`config.mk`:
```
export PLATFORM = sky130hd
export DESIGN_NAME = uart_tx_sched_flat
export DESIGN_NICKNAME = d
export VERILOG_FILES = /design/src/rtl/uart_tx_sched_if.sv /design/src/rtl/uart_tx_sched.sv /design/src/flat_wrapper.sv
export SDC_FILE = /design/constraint.sdc
export NUM_CORES = 1
export LEC_CHECK = 0
export CAP_MARGIN = 15
export CELL_PAD_IN_SITES_DETAIL_PLACEMENT = 0
export CELL_PAD_IN_SITES_GLOBAL_PLACEMENT = 1
export CORE_UTILIZATION = 36
export CTS_BUF_LIST = sky130_fd_sc_hd__clkbuf_4
export DETAILED_ROUTE_END_ITERATION = 12
export MAX_ROUTING_LAYER = met4
export PLACE_DENSITY = 0.92
export REMOVE_ABC_BUFFERS = 1
export SLEW_MARGIN = 20
export SYNTH_ARGS = -nofsm -noshare
export SYNTH_HDL_FRONTEND = slang
export SYNTH_SLANG_ARGS = --single-unit
```
`constraint.sdc`:
```
create_clock -name clk -period 2.6 [get_ports clk]
set_clock_uncertainty 0.2 [all_clocks]
set_input_delay 0.26 -clock clk [delete_from_list [all_inputs] [get_ports clk]]
set_output_delay 0.26 -clock clk [all_outputs]
set_load 0.02 [all_outputs]
```
`src/rtl/uart_tx_sched_if.sv`:
```
// Request bus between byte requesters and the UART transmit scheduler.
//   req_valid  per-requester byte valid
//   req_data   requester i byte in bits [i*DATA_W +: DATA_W]
//   req_ready  accept strobe, one-hot or zero; a byte moves when valid & ready
//   grant_id   index of the requester owning the current/last frame
// master: requester side, slave: scheduler side.
interface uart_tx_sched_if #(
    parameter int NUM_REQ = 2,
    parameter int DATA_W  = 8
);
    localparam int GW = (NUM_REQ > 1) ? $clog2(NUM_REQ) : 1;

    logic [NUM_REQ-1:0]        req_valid;
    logic [NUM_REQ*DATA_W-1:0] req_data;
    logic [NUM_REQ-1:0]        req_ready;
    logic [GW-1:0]             grant_id;

    modport master (output req_valid, req_data, input  req_ready, grant_id);
    modport slave  (input  req_valid, req_data, output req_ready, grant_id);
endinterface

```
`src/rtl/uart_tx_sched.sv`:
```
// Shares one UART transmit line between NUM_REQ byte requesters.
// Requests are arbitrated round-robin in IDLE; the granted byte is then sent
// as start / DATA_W data bits (LSB first) / STOP_BITS stop bits, each bit
// advanced by a rising edge of the baud square wave. A UBRR change reported by
// the baud generator drops the frame in flight and pulses abort.
// Ports:
//   clk, rst      clock, synchronous active-high reset
//   baud          baud square wave from the baud generator
//   ubrr_changed  high while the generator's divisor copy is stale
//   req_if        request bus (slave side): valid/data in, ready/grant_id out
//   tx            serial line, idle high, registered
//   busy          high whenever the FSM is not IDLE
//   abort         one-cycle pulse when a frame is dropped
module uart_tx_sched #(
    parameter int NUM_REQ   = 2,
    parameter int DATA_W    = 8,
    parameter int STOP_BITS = 1
) (
    input  logic               clk,
    input  logic               rst,
    input  logic               baud,
    input  logic               ubrr_changed,
    uart_tx_sched_if.slave     req_if,
    output logic               tx,
    output logic               busy,
    output logic               abort
);
    localparam int GW  = (NUM_REQ > 1) ? $clog2(NUM_REQ) : 1;
    localparam int BCW = (DATA_W > 1) ? $clog2(DATA_W) : 1;

    typedef enum logic [2:0] {IDLE, SYNC, START, DATA, STOP} state_e;

    state_e            state_q, state_d;
    logic              baud_q, baud_d;
    logic              tx_q, tx_d;
    logic              abort_q, abort_d;
    logic [DATA_W-1:0] shift_q, shift_d;
    logic [BCW-1:0]    bit_cnt_q, bit_cnt_d;
    logic              stop_cnt_q, stop_cnt_d;
    logic [GW-1:0]     grant_id_q, grant_id_d;
    logic [GW-1:0]     last_grant_q, last_grant_d;

    logic              tick;
    logic              found;
    logic [GW-1:0]     g_idx;
    logic [NUM_REQ-1:0] ready;

    assign tick = baud & ~baud_q;

    // Round-robin search starting one past the last grant, wrapping.
    always_comb begin
        // NOTE: every variable written here gets a default first so no latch is inferred.
        found = 1'b0;
        g_idx = '0;
        for (int off = 1; off <= NUM_REQ; off++) begin
            if (!found && req_if.req_valid[(int'(last_grant_q) + off) % NUM_REQ]) begin
                found = 1'b1;
                g_idx = GW'((int'(last_grant_q) + off) % NUM_REQ);
            end
        end
    end

    always_comb begin
        state_d      = state_q;
        baud_d       = baud;
        tx_d         = tx_q;
        abort_d      = 1'b0;
        shift_d      = shift_q;
        bit_cnt_d    = bit_cnt_q;
        stop_cnt_d   = stop_cnt_q;
        grant_id_d   = grant_id_q;
        last_grant_d = last_grant_q;
        ready        = '0;

        if (state_q == IDLE) begin
            tx_d = 1'b1;
            // A tick in the capture cycle is deliberately ignored: SYNC waits
            // for the next one so the start bit is a full baud period.
            if (found && !ubrr_changed) begin
                ready[g_idx] = 1'b1;
                shift_d      = req_if.req_data[int'(g_idx)*DATA_W +: DATA_W];
                grant_id_d   = g_idx;
                last_grant_d = g_idx;
                state_d      = SYNC;
            end
        end else if (ubrr_changed) begin
            // Abort takes priority over any tick in the same cycle.
            tx_d    = 1'b1;
            abort_d = 1'b1;
            state_d = IDLE;
        end else if (tick) begin
            unique case (state_q)
                SYNC: begin
                    tx_d    = 1'b0;
                    state_d = START;
                end
                START: begin
                    tx_d      = shift_q[0];
                    bit_cnt_d = '0;
                    state_d   = DATA;
                end
                DATA: begin
                    if (bit_cnt_q == BCW'(DATA_W - 1)) begin
                        tx_d       = 1'b1;
                        stop_cnt_d = 1'b0;
                        state_d    = STOP;
                    end else begin
                        shift_d   = shift_q >> 1;
                        tx_d      = shift_q[1];
                        bit_cnt_d = bit_cnt_q + 1'b1;
                    end
                end
                STOP: begin
                    tx_d = 1'b1;
                    if (stop_cnt_q == 1'(STOP_BITS - 1)) state_d = IDLE;
                    else                                 stop_cnt_d = 1'b1;
                end
                default: state_d = IDLE;
            endcase
        end
    end

    always_ff @(posedge clk) begin
        // NOTE: sequential state uses non-blocking assignments only, so every
        // flop samples the pre-edge values regardless of statement order.
        if (rst) begin
            state_q      <= IDLE;
            baud_q       <= 1'b0;
            tx_q         <= 1'b1;
            abort_q      <= 1'b0;
            shift_q      <= '0;
            bit_cnt_q    <= '0;
            stop_cnt_q   <= 1'b0;
            grant_id_q   <= '0;
            last_grant_q <= GW'(NUM_REQ - 1);
        end else begin
            state_q      <= state_d;
            baud_q       <= baud_d;
            tx_q         <= tx_d;
            abort_q      <= abort_d;
            shift_q      <= shift_d;
            bit_cnt_q    <= bit_cnt_d;
            stop_cnt_q   <= stop_cnt_d;
            grant_id_q   <= grant_id_d;
            last_grant_q <= last_grant_d;
        end
    end

    assign req_if.req_ready = ready;
    assign req_if.grant_id  = grant_id_q;
    assign tx               = tx_q;
    assign abort            = abort_q;
    assign busy             = (state_q != IDLE);
endmodule

```
`src/flat_wrapper.sv`:
```
// flat-port wrapper written by rule: the top's interface ports become plain ports
module uart_tx_sched_flat 
#(
    parameter int NUM_REQ   = 2,
    parameter int DATA_W    = 8,
    parameter int STOP_BITS = 1
)
  (clk, rst, baud, ubrr_changed, tx, busy, abort, req_if_req_valid, req_if_req_data, req_if_req_ready, req_if_grant_id);
  uart_tx_sched_if #(.NUM_REQ(NUM_REQ), .DATA_W(DATA_W)) req_if_i ();
  input  logic clk;
  input  logic rst;
  input  logic baud;
  input  logic ubrr_changed;
  output logic tx;
  output logic busy;
  output logic abort;
  input wire logic [$bits(req_if_i.req_valid)-1:0] req_if_req_valid;
  input wire logic [$bits(req_if_i.req_data)-1:0] req_if_req_data;
  output wire logic [$bits(req_if_i.req_ready)-1:0] req_if_req_ready;
  output wire logic [$bits(req_if_i.grant_id)-1:0] req_if_grant_id;
  assign req_if_i.req_valid = req_if_req_valid;
  assign req_if_i.req_data = req_if_req_data;
  assign req_if_req_ready = req_if_i.req_ready;
  assign req_if_grant_id = req_if_i.grant_id;
  uart_tx_sched #(.NUM_REQ(NUM_REQ), .DATA_W(DATA_W), .STOP_BITS(STOP_BITS)) u_core (.clk(clk), .rst(rst), .baud(baud), .ubrr_changed(ubrr_changed), .req_if(req_if_i), .tx(tx), .busy(busy), .abort(abort));
endmodule
```
**Yosys cells after proc, flatten, opt, wreduce, memory -nomap -nowiden**

Index checks and enable logic that the tools add are counted.
Widths: inputs -> output; s select.

- Eq/ne operators: 12
- Magnitude comparators: 4
- Add/sub/neg operators: 3
- Shift-type cells: 1
- Reductions and logical operators: 21
- Bitwise operators: 6
- Muxes and demuxes: 35

Operator list:

| kind | count |
|---|---|
| $mux 8 | 6 |
| $mux 3 | 7 |
| $shiftx 16x5->8 | 1 |
| $mux 1 | 15 |
| $reduce_and 5->1 | 3 |
| $pmux 3 s4 | 1 |
| $reduce_bool 2->1 | 4 |
| $eq 3x2->1 const B | 2 |
| $eq 3x3->1 const B | 2 |
| $lt 2x3->1 const B | 2 |
| $ne 2x1->1 const B | 3 |
| $pmux 3 s2 | 1 |
| $reduce_bool 3->1 | 2 |
| $mux 2 | 2 |
| $ne 2x2->1 const B | 2 |
| $ne 4x2->1 const B | 1 |
| $ne 4x4->1 const B | 1 |
| $pmux 1 s4 | 1 |
| $reduce_and 2->1 | 2 |
| $reduce_and 4->1 | 1 |
| $reduce_bool 4->1 | 1 |
| $add 3x1->3 const B | 1 |
| $eq 3x1->1 const B | 1 |
| $logic_and 1x1->1 | 3 |
| other kinds (12) | 17 |

- Bits of input ports: 22
- Register bits after elaboration: 20

**Depth between registers and ports, before layout**

- Depth in word-level cells: 15
- Mapped depth: 7

**Worst setup path after synthesis**

Ideal clock, no wire load.

- Path kind: register -> register
- From: register u_core.bit_cnt_q[0]
- To: register u_core.shift_q[5]
- Arrival time: 1561 ps
- Period minus slack after synthesis: 1822 ps
- Data required time: 2339 ps
- Path slack: 778 ps
- Cell stages (with the launch flop): 7
- Path buffers: 0
- Path through: dfxtp_1 > ha_1 > ha_1 > nand2b_1 > or3_4 > a21oi_4 > a22o_1

- Word-level cells in the longest chain between the ends: 3

Ends and longest elaborated chain:

| element | RTL line | text |
|---|---|---|
| start, declared | uart_tx_sched.sv:38 | `logic [BCW-1:0] bit_cnt_q, bit_cnt_d;` |
| start signal, assigned | uart_tx_sched.sv:142 | `bit_cnt_q <= bit_cnt_d;` |
| $eq 3x3->1 | uart_tx_sched.sv:103 | `if (bit_cnt_q == BCW'(DATA_W - 1)) begin` |
| $ne 2x1->1 (no line) | - |  |
| $reduce_and 5->1 (no line) | - |  |
| end signal, assigned | uart_tx_sched.sv:141 | `shift_q <= shift_d;` |
| end, declared | uart_tx_sched.sv:37 | `logic [DATA_W-1:0] shift_q, shift_d;` |

No other way between the ends.
A chain may end at the register's enable or synchronous reset.

**Final worst setup path**

- From: register u_core.state_q[1]
- To: output req_if_req_ready[1]

- Word-level cells in the longest chain between the ends: 2

Ends and longest elaborated chain:

| element | RTL line | text |
|---|---|---|
| start, declared | uart_tx_sched.sv:33 | `state_e state_q, state_d;` |
| start signal, assigned | uart_tx_sched.sv:137 | `state_q <= state_d;` |
| $logic_not 3->1 | uart_tx_sched.sv:75 | `if (state_q == IDLE) begin` |
| $mux 2 | uart_tx_sched.sv:75 |  |
| end, declared | flat_wrapper.sv:19 | `output wire logic [$bits(req_if_i.req_ready)-1:0] req_if_req_ready;` |

No other way between the ends.

==> summary.md <==
| Metric | Value |
|---|---|
| CTS tree | `yes` |
| Main area contributors after synthesis | `dfxtp_1 (39%), mux2i_1 (9.1%), a22o_1 (6.2%)` |
| Resized cells post-CTS | `0` |
| Tot GR Track Use | `between 10% and 20%` |
| H-tree depth | `1` |
| Type of origin of the critical path | `flip-flop` |
| Max-slew violation count | `0` |
| Core area | `between 2000 and 3000 um^2` |
| Total gr overflow | `0` |
| Adder-cell share of the synthesized area | `2.535%` |
| Vias in the first global route | `slightly above 800` |
| Clock root buffer | `clkbuf_4` |
| Final setup vio count | `0` |
| Nets | `between 150 and 200` |
| Row cnt | `18` |
| DRT iter0 DRCs | `17` |
| Worst-margin pin slew | `~0.77 ns` |
| Synth cell count leaders | `dfxtp_1 (19), nand2_1 (11), mux2i_1 (9)` |
| R2r setup slk | `between 0.5 and 0.6 ns` |
| PD cells | `about 650 nW/um^2` |
| Highest clock rate | `408.4 MHz` |
| Most common cell in the netlist | `dfxtp_1` |
| Post-synthesis simple-gate area fraction | `21.04%` |
| Placer congestion estimate | `0.7530` |
| CP max stage delay | `0.60 ns` |
| Ys Warns | `0` |
| Area share of the largest cell type after synthesis | `roughly 39%` |
| Cells along the critical path | `nor4_2 -> o21a_1 -> and2_1 -> clkdlybuf4s50_1` |
| Chip height | `approximately 54 um` |
| Vias per cell | `5.272` |
| # IOs | `28` |
| Clk_lat worst skew | `around 0.30 ns` |
| Asr flop ratio synth | `0%` |
| Yosys top cell by area | `dfxtp_1` |
| Post-Synth XOR/XNOR Area | `0%` |
| Post-synthesis instance total | `~110` |
| Hold crit path type | `flip-flop to flip-flop` |
| CTS sink count | `19` |
| Static Leak | `0.5004 nW` |
| Max-Cap Viols | `0` |
| Post-DP Area | `around 1300 um^2` |
| Post-synthesis register bit count | `19` |
| Max-Slew Margin vs Limit | `48.17%` |
| Worst setup EP type | `output pin` |
| DRC viols | `0` |
| Synth cell types | `37` |
| Drt wl/cell | `11.98 um` |
| Setup TNS | `0 ns` |
| Main combinational cell family by area after synthesis | `compound AO/OA/AOI/OAI gates` |
| Global-route wire length before repair | `3.415 mm` |
| Dpl hpwl | `about 1.6 mm` |
| Post-synthesis mux area share | `10.27%` |
| Initial antenna violation count | `0` |
| Fin util | `about 53%` |
| Primary FF master, synth | `dfxtp_1` |
| Max VDD drop | `roughly 300 uV` |
| Critical path's slowest cell | `clkdlybuf4s50_1` |
| Initial DRT Pass Iterations | `2` |
| Sequential share of the synthesized area | `between 30% and 40%` |
| Setup repair after global routing missed its margin | `false` |
| Clock-pin slew on the worst setup and hold paths | `0.11 ns` |
| Layout cell share with drive strength beyond 1 | `11.89%` |
| Final min period | `approximately 2.4 ns` |
| Post-Syn Area per Cell | `8.814 um^2` |
| Crit path kind | `flip-flop to output pin` |
| WP data required | `2.14 ns` |
| Detailed-route via count | `around 910` |
| Mapped cell area | `between 900 and 1000 um^2` |
| Largest net degree at the start of global routing | `18` |
| Final instance area | `1349 um^2` |
| Synth Area in Compound Gates | `23.70%` |
| Post-CTS Hold Buffers | `0` |
| Crit path max fanout | `10` |
| Antenna-violating nets left | `0` |
| Synthesis-to-finish area growth | `36.63%` |
| Routed WL | `around 2.1 mm` |
| Die width | `about 54 um` |
| Die area | `about 3000 um^2` |
| Post-synth EDFFs | `0` |
| Critical Path AT | `1.99 ns` |
| Post-CTS Setup Inserts | `0` |
| CTS Buf Count | `3` |
| Outcome | `completed` |
| Longest Clk Path Bufs | `2` |
| Final hold slack | `0.2693 ns` |
| Initial Util | `38.79%` |
| Antenna cells | `0` |
| Port Buf Inserts | `27` |
| Final hold vios | `0` |
| Tcrit/Tclk final | `a little over nine tenths` |
[logic make-up (layout without fill, tap and decap cells)]
logic type / count (synthesis) / in the layout
adder cells (fa/ha/maj): 2 / 2
buffers and inverters: 9 / 40
multiplexers: 10 / 10
flip-flops: 19 / 19
AND/OR/NAND/NOR: 39 / 39
AO/OA/AOI/OAI: 33 / 33
[registers in the layout, summed over array words and instances (netlist names)]
register                flops
u_core.last_grant_q         1
u_core.baud_q               1
u_core.shift_q              8
u_core.tx                   1
u_core.bit_cnt_q            3
u_core.abort                1
u_core.state_q              3
u_core.req_if.grant_id      1
[critical path: cells and delay by family, from the launching register on]
family / cells / cell delay [ns]
buffers and inverters: 1 / 0.60
AND/OR/NAND/NOR: 2 / 0.49
flip-flops: 1 / 0.42
AO/OA/AOI/OAI: 1 / 0.18
[per-stage QoR]
step	cells	power, mW	setup WS (ns)
final	173	0.8715	0.1513
after CTS	173	0.8736	0.1028
after detailed placement	169	0.7154	0.2697
after floorplan	106	0.5817	0.4385
after global routing	173	0.9342	0.03789
after global placement	169	0.7085	0.2496
[path summary, 6_finish.rpt]
| path | startpoint | cells after the start | end |
|---|---|---|---|
| worst max-delay path | u_core.state_q[1] | 4 | req_if_req_ready[1] |
| worst max register to register | u_core.state_q[2] | 5 | u_core.shift_q[6] |
| worst min register to register | u_core.bit_cnt_q[2] | 2 | u_core.bit_cnt_q[2] |
| worst min-delay path | u_core.bit_cnt_q[2] | 2 | u_core.bit_cnt_q[2] |
[power breakdown]
group          switching [mW]  total (mW)  internal (mW)
sequential             0.0423       0.373          0.331
clock                  0.0874       0.158         0.0702
combinational           0.176       0.341          0.165
[metal layers]
| layer | global-route usage, % | wire length (um) | vias to the layer above |
|---|---|---|---|
| met4 | 6.410 | 35 | 0 |
| li1 | - | - | 472 |
| met5 | - | 0 | - |
| met1 | 19.28 | 1003 | 411 |
| met2 | 28.05 | 952 | 24 |
| met3 | 3.333 | 82 | 5 |
[final cells by class]
class	count	area, um^2
Timing Repair Buffer	33	315.3
Tap cell	30	37.54
Inverter	3	11.26
Clock buffer	4	30.03
Fill cell	242	1196
Multi-Input combinational cell	84	574.3
Sequential cell	19	380.4
[placed cells by master, fill, tap and decap left out, drive strengths merged, types with 2 or more instances in the layout]
cell           synthesis  layout
nand2                 11      11
or3                    2       2
a21oi                  6       6
clkbuf                 2       4
buf                    4       6
nor2b                  2       2
ha                     2       2
o21ai                 10      10
inv                    3       3
dfxtp                 19      19
clkdlybuf4s50          0      27
nor4                   2       2
a22oi                  2       2
nand2b                 2       2
nand3                  3       3
a22o                   7       7
a31o                   2       2
nor2                   7       7
mux2i                  9       9
nor3                   4       4
Power figures use the tool's default switching activity.
